<file path="config.mk">
export PLATFORM = sky130hd
export DESIGN_NAME = cc_branch_ctrl
export DESIGN_NICKNAME = d
export VERILOG_FILES = /design/src/rtl/cc_branch_ctrl.sv
export SDC_FILE = /design/constraint.sdc
export NUM_CORES = 1
export LEC_CHECK = 0
export ABC_CLOCK_PERIOD_IN_PS = 2600
export CORE_ASPECT_RATIO = 1.5
export CORE_UTILIZATION = 43
export DETAILED_ROUTE_END_ITERATION = 8
export PLACE_DENSITY = 0.79
export SYNTH_ARGS = -nofsm -noshare
export SYNTH_HDL_FRONTEND = slang
export SYNTH_SLANG_ARGS = --single-unit
export TNS_END_PERCENT = 30
</file>
<file path="constraint.sdc">
create_clock -name clk -period 2.6 [get_ports clk]
set_clock_uncertainty 0.15 [all_clocks]
set_input_delay 0.52 -clock clk [delete_from_list [all_inputs] [get_ports clk]]
set_output_delay 0.52 -clock clk [all_outputs]
set_load 0.005 [all_outputs]
</file>
<file path="src/rtl/cc_branch_ctrl.sv">
// cc_branch_ctrl
//   Holds the architectural condition codes (ZF/SF/OF) of the Y86-64 core.
//   It resolves jXX/cmovXX conditions in execute and, under always-taken
//   prediction, sequences mispredict recovery: a one-cycle PC redirect and a
//   timed squash of the younger instructions in fetch/decode. It also tracks
//   halt retirement and keeps saturating branch/mispredict statistics.
//
// Ports
//   clk, rst_n          core clock; asynchronous active-low reset
//   e_valid             execute holds a real instruction
//   e_icode, e_ifun     execute instruction code / function
//   alu_zf/sf/of        ALU flags produced this cycle
//   exc_pending         an older instruction has non-AOK status
//   e_valp              fall-through PC of the instruction in execute
//   e_cnd               combinational condition result for execute
//   zf_q, sf_q, of_q    registered condition codes
//   redirect_valid/pc   one-cycle fetch redirect with the corrected PC
//   squash              kill fetch/decode contents this cycle
//   halted              sticky halt indication
//   br_cnt, mp_cnt      saturating conditional-branch / mispredict counts
//
// State table
//   state     | meaning
//   ST_RUN    | normal execution; execute stage may act
//   ST_SQUASH | mispredict recovery; squash held, execute ignored
//   ST_HALT   | halt retired; absorbing until reset
module cc_branch_ctrl #(
  parameter int unsigned SQUASH_CYC = 2,
  parameter int unsigned CNT_W      = 16,
  parameter int unsigned PC_W       = 64
) (
  input  logic            clk,
  input  logic            rst_n,
  input  logic            e_valid,
  input  logic [3:0]      e_icode,
  input  logic [3:0]      e_ifun,
  input  logic            alu_zf,
  input  logic            alu_sf,
  input  logic            alu_of,
  input  logic            exc_pending,
  input  logic [PC_W-1:0] e_valp,
  output logic            e_cnd,
  output logic            zf_q,
  output logic            sf_q,
  output logic            of_q,
  output logic            redirect_valid,
  output logic [PC_W-1:0] redirect_pc,
  output logic            squash,
  output logic            halted,
  output logic [CNT_W-1:0] br_cnt,
  output logic [CNT_W-1:0] mp_cnt
);

  typedef enum logic [1:0] {
    ST_RUN    = 2'd0,
    ST_SQUASH = 2'd1,
    ST_HALT   = 2'd2
  } state_t;

  // The squash timer is loaded with SQUASH_CYC-1 so that terminal count (0)
  // lands on the last squash cycle.
  localparam logic [3:0]       SQ_LOAD = 4'(SQUASH_CYC - 1);
  localparam logic [CNT_W-1:0] CNT_ONE = CNT_W'(1);

  state_t     state, state_nx;
  logic [3:0] sq_tmr;
  logic       act;
  logic       is_halt, is_cmov, is_opq, is_jxx;
  logic       cond;
  logic       mispredict;
  logic       take_halt;
  logic       lt;

  assign lt = sf_q ^ of_q;

  // Condition evaluated from the registered flags only.
  always_comb begin
    cond = 1'b0;
    case (e_ifun)
      4'd0:    cond = 1'b1;
      4'd1:    cond = zf_q | lt;
      4'd2:    cond = lt;
      4'd3:    cond = zf_q;
      4'd4:    cond = ~zf_q;
      4'd5:    cond = ~lt;
      4'd6:    cond = ~zf_q & ~lt;
      default: cond = 1'b0;
    endcase
  end

  assign act        = (state == ST_RUN) && e_valid && !exc_pending;
  assign is_halt    = (e_icode == 4'd0);
  assign is_cmov    = (e_icode == 4'd2);
  assign is_opq     = (e_icode == 4'd6);
  assign is_jxx     = (e_icode == 4'd7);
  assign e_cnd      = act && (is_jxx || is_cmov) && cond;
  // jmp (ifun 0) has cond=1 and so can never mispredict.
  assign mispredict = act && is_jxx && !cond;
  assign take_halt  = act && is_halt;

  always_comb begin
    state_nx = state;
    case (state)
      ST_RUN: begin
        if (take_halt)       state_nx = ST_HALT;
        else if (mispredict) state_nx = ST_SQUASH;
      end
      ST_SQUASH: begin
        if (sq_tmr == 4'd0)  state_nx = ST_RUN;
      end
      ST_HALT:   state_nx = ST_HALT;
      default:   state_nx = ST_RUN;
    endcase
  end

  always_ff @(posedge clk or negedge rst_n) begin
    if (!rst_n) state <= ST_RUN;
    else        state <= state_nx;
  end

  assign squash = (state == ST_SQUASH);
  assign halted = (state == ST_HALT);

  always_ff @(posedge clk or negedge rst_n) begin
    if (!rst_n) begin
      sq_tmr         <= 4'd0;
      redirect_valid <= 1'b0;
      redirect_pc    <= '0;
      zf_q           <= 1'b1;
      sf_q           <= 1'b0;
      of_q           <= 1'b0;
      br_cnt         <= '0;
      mp_cnt         <= '0;
    end else begin
      redirect_valid <= mispredict;
      if (mispredict) begin
        redirect_pc <= e_valp;
        sq_tmr      <= SQ_LOAD;
      end else if (state == ST_SQUASH && sq_tmr != 4'd0) begin
        sq_tmr <= sq_tmr - 4'd1;
      end

      if (act && is_opq) begin
        zf_q <= alu_zf;
        sf_q <= alu_sf;
        of_q <= alu_of;
      end

      if (act && is_jxx && e_ifun != 4'd0 && br_cnt != '1)
        br_cnt <= br_cnt + CNT_ONE;
      if (mispredict && mp_cnt != '1)
        mp_cnt <= mp_cnt + CNT_ONE;
    end
  end

endmodule

</file>
Yosys cells after proc, flatten, opt, wreduce, memory -nomap -nowiden:

Cells that the tools add are included.

* bitwise logic cells: 5
* add/subtract/negate cells: 3
* muxes and demuxes: 7
* equality and inequality tests: 15
* reductions and logical operators: 23

Operators with widths (count)
* 16-bit by 1-bit adder with 16-bit output (second input constant): 2
* 16-bit != test (second input constant): 2
* 4-bit by 3-bit equality test with 1-bit output (second input constant): 5
* 4-bit by 2-bit equality test with 1-bit output (second input constant): 3
* 1-bit logical AND: 12
* 4-bit zero test: 3
* 4-bit two-way mux: 2
* 4-bit nonzero test: 2
* 1-bit case mux with 7 select lines: 1
* 2-bit two-way mux: 3
* 2-bit case mux with 3 select lines: 1
* 4-bit by 1-bit equality test with 1-bit output (second input constant): 1
* 4-bit by 1-bit subtractor with 4-bit output (second input constant): 1
* 3-bit != test (second input constant): 1
* 2-bit by 1-bit equality test with 1-bit output (second input constant): 1
* 2-bit equality test (second input constant): 1
* 1-bit zero test: 2
* 2-bit zero test: 1
* 2-bit by 1-bit != test with 1-bit output (second input constant): 1
* 1-bit NOT: 2
* 2-bit AND reduction: 1
* 2-bit nonzero test: 1
* 1-bit AND: 1
* 1-bit logical OR: 1
* 2 further kinds: 2

* flip-flop bits (word level): 106
* output and inout port bits: 103
* bits of input ports: 79

Depth between registers and ports, before layout:

* word-level depth: 9
* mapped depth: 7
* gate-level depth less buffers: 6

Worst setup path before layout:

OpenSTA, ideal clock, no wires.

* kind: in2reg
* start: in exc_pending
* end: reg redirect_pc[0]
* slack: 0.252 ns
* path buffers: 1
* arrival: 2.073 ns
* stages: 6
* required time: 2.325 ns
* cells stage by stage: or4b_4 > nor3_2 > nand2_1 > inv_2 > buf_4 > mux2_2

* cells in the longest elaborated chain, start to end: 4

Ends and longest elaborated chain
* from (decl): line 40 `input logic exc_pending,`
* 1-bit zero test: line 91 `assign act = (state == ST_RUN) && e_valid && !exc_pending;`
* 1-bit logical AND: line 91
* 1-bit logical AND (2 in a row): line 98 `assign mispredict = act && is_jxx && !cond;`
* to (signal assigned): line 137 `redirect_pc <= e_valp;`
* to (decl): line 47 `output logic [PC_W-1:0] redirect_pc,`

No other way between the ends.
A chain may end at the register's enable or synchronous reset.

Worst setup path after layout:

* start: in e_valid
* end: reg redirect_pc[44]

* cells in the longest elaborated chain, start to end: 4

Ends and longest elaborated chain
* from (decl): line 34 `input logic e_valid,`
* 1-bit logical AND (2 in a row): line 91
* 1-bit logical AND (2 in a row): line 98

No other way between the ends.

==> flow_summary_export.csv <==
group,metric,value,unit
run_status,status,"completed",
synthesis,ys_seq_area_share,58.3,%
clock_tree,root_buffer,"clkbuf_16",
synthesis,ys_warn_count,0,
timing,hold_ws,0.330,ns
die,core_area,0.0102,mm2
clock_tree,post-cts-setup-buffers,0,
place,hpwl,8.13,mm
final_layout,syn_to_final_growth,56.3,%
synthesis,ys_ff_latch,106,
clock_tree,cts.sinks,106,
place,io_buffers,181,
place,finalWeightedCongestion,0.847,
power,powerDensity,486,mW/mm2
synthesis,avgSynthCellArea,13.3,um2
power,leakage,3.23,nW
die,die_area,0.0110,mm2
worst_setup_path,end_kind,"flop",
timing,max_freq,390,MHz
synthesis,synth_top_area_share,57.8,%
synthesis,synthArstFlopShare,100,%
global_route,grt_usage,20.7,%
global_route,grt_pass1_wl,17.6,mm
final_layout,drive_gt1_share,23.0,%
final_layout,n_antenna_cell,0,
clock_tree,clock_latency,0.34,ns
detailed_routing,vias,3464,
timing,maxSlewViolCount,0,
clock_tree,clk_pin_slew_worst_paths,0.07,ns
die,die_x,86.0,um
timing,layout_worst_path_cycle_share,98.6,%
timing,setup_tns,0,ns
min_path,hold_path_end,"state[1]",
timing,setup_ws,0.0358,ns
timing,hold_viol,0,
clock_tree,cts_made_buffers,9,
final_layout,fin_cells,690,
detailed_routing,wl,11.3,mm
timing,setup_viol,0,
worst_setup_path,rr_startpoint,"state[1]",
final_layout,final_nets,627,
final_layout,multi_input_area,0.00185,mm2
worst_setup_path,required,2.68,ns
die,pin_count,182,
detailed_routing,wl_per_cell,16.4,um
clock_tree,cts_tree,"yes",
worst_setup_path,ff2ff_path_depth,7,
synthesis,ys.flop_type,"dfrtp_1",
min_path,worstHoldPathType,"reg -> reg",
min_path,hp-start,"state[0]",
worst_setup_path,critPathMaxFanout,18,
synthesis,yosysTopAreaCell,"dfrtp_1",
die,rows,45,
synthesis,syn_inst,341,
synthesis,synth_edf_count,0,
final_layout,fill_cells,723,
detailed_routing,drcViolationCount,0,
synthesis,syn_nets,424,
timing,rsz0062_at_grt,"yes",
place,place_ws,-0.484,ns
worst_setup_path,r2r_setup_slack,0.22,ns
worst_setup_path,critPathKind,"in -> reg",
global_route,antenna_found_initial,0,
clock_tree,htreeDepth,3,
clock_tree,clock_path_buffers,2,
synthesis,synthTopCellsByArea,"dfrtp_1 58%, mux2_2 17%, xor2_1 3.1%",
global_route,grt-ovfl-total,0,
global_route,grt_pass1_vias,3551,
place,dpl_cell_area,0.00665,mm2
detailed_routing,routed_via_density,5.02,
worst_setup_path,cp-start-kind,"primary input",
min_path,hold_depth,1,
flow_run,maxCapViolations,0,
final_layout,regArea,0.00265,mm2
worst_setup_path,worstReg2RegEnd,"redirect_pc[44]",
synthesis,synth.distinct_cells,45,
synthesis,syn-cell-area,0.00455,mm2
detailed_routing,ant_nets,0,
worst_setup_path,cp.arrival,2.64,ns
power,vdd_drop_max,0.000373,V
die,fp.dieH,128,um
timing,slew_headroom,59.4,%
die,start_util,44.6,%
place,dp_cells,671,
timing,tightest_slew,0.607,ns
final_layout,postLayoutCellArea,0.00711,mm2
timing,fin_crit,2.56,ns
detailed_routing,first_iter_violations,112,
global_route,grt_start_max_net_pins,47,
detailed_routing,drt_pass1_iterations,4,
==> registers in the layout, summed over array words and instances, names as in the netlist <==
name,count
state,2
redirect_pc,64
br_cnt,16
redirect_valid,1
sq_tmr,4
mp_cnt,16
zf_q,1
of_q,1
sf_q,1
==> worst max path at each step <==
stage,slack (ns),cells after the start,to,startpoint
final,0.04,8,redirect_pc[44],e_valid
after global routing,-0.06,8,redirect_pc[14],e_valid
after CTS,0.01,7,mp_cnt[12],e_valid
after detailed placement,-0.48,9,br_cnt[4],e_valid
after global placement,-0.44,8,br_cnt[1],e_valid
after floorplan,0.25,6,redirect_pc[0],exc_pending
==> worst max-delay path, cell delays in order <==
cell and delay (ns):
clkdlybuf4s50_1 0.47, or4b_4 0.48, buf_4 0.17, nor3_4 0.18
nand2_1 0.13, inv_4 0.14, clkbuf_16 0.21, mux2_2 0.34
==> what timing repair did <==
item                                    CTS  global route
cloned                                    0             2
endpoints found under the setup margin   11            74
pin swaps                                 1             1
resized for setup                        10             9
hold buffers                              1             0
endpoints found under the hold margin    16             0
==> placed cells by master (no fill, tap or decap), types with 5 or more instances in the layout <==
master,Yosys,final
and3_1,10,10
buf_4,8,14
clkbuf_16,0,11
clkdlybuf4s50_1,0,177
dfrtp_1,105,105
inv_1,5,5
mux2_2,68,68
nand2_1,17,17
nand3_1,17,17
nand4_1,9,9
nor2_1,12,11
nor3_1,10,9
xnor2_1,15,15
xor2_1,16,16
==> stage by stage <==
step | utilization [%] | power, mW
finish | 69.8 | 3.45
global route | 69.8 | 3.57
CTS | 68.9 | 3.50
detailed placement | 65.2 | 1.93
global placement | 65.2 | 1.93
floorplan | - | 1.73
==> where the power goes <==
group	leakage, nW	total, mW	switching (mW)	internal [mW]
registers	1.44	1.67	0.0100	1.66
clock network	0.163	1.55	0.607	0.945
logic	1.62	0.231	0.0779	0.153
==> cells by family after synthesis <==
logic type      after synthesis  share of synthesized area [%]
xor+xnor                     31                           5.97
fa+ha+maj                     4                           1.10
mux                          70                           17.3
buf+inv                      17                           2.26
flops                       106                           58.3
simple gates                100                           13.0
compound gates               13                           2.04
==> synthesized netlist by cell type, drive strengths merged, types with 2 or more instances <==
master	count
dfrtp	105
mux2	69
nand2	17
nand3	17
xor2	16
xnor2	15
nor2	12
nor3	12
and3	10
buf	10
nand4	9
nor4	7
inv	6
a21oi	4
ha	4
nand2b	4
and4	3
nor3b	3
a31oi	2
==> final cells by class <==
cell class / instances / share of cell area [%]
clock buffers: 10 / 3.22
repair buffers: 203 / 29.0
multi-input cells: 218 / 26.0
well taps: 141 / 2.48
flip-flops and latches: 106 / 37.3
inverters: 6 / 0.352
clock inverters: 6 / 1.62
==> layer usage <==
metal	vias up	track usage [%]	routed length, um
met1	1721	23.4	4180
li1	1616	-	-
met2	107	36.9	6370
met5	-	0	0
met3	20	3.99	458
met4	0	10.0	329
Power figures use the tool's default switching activity.
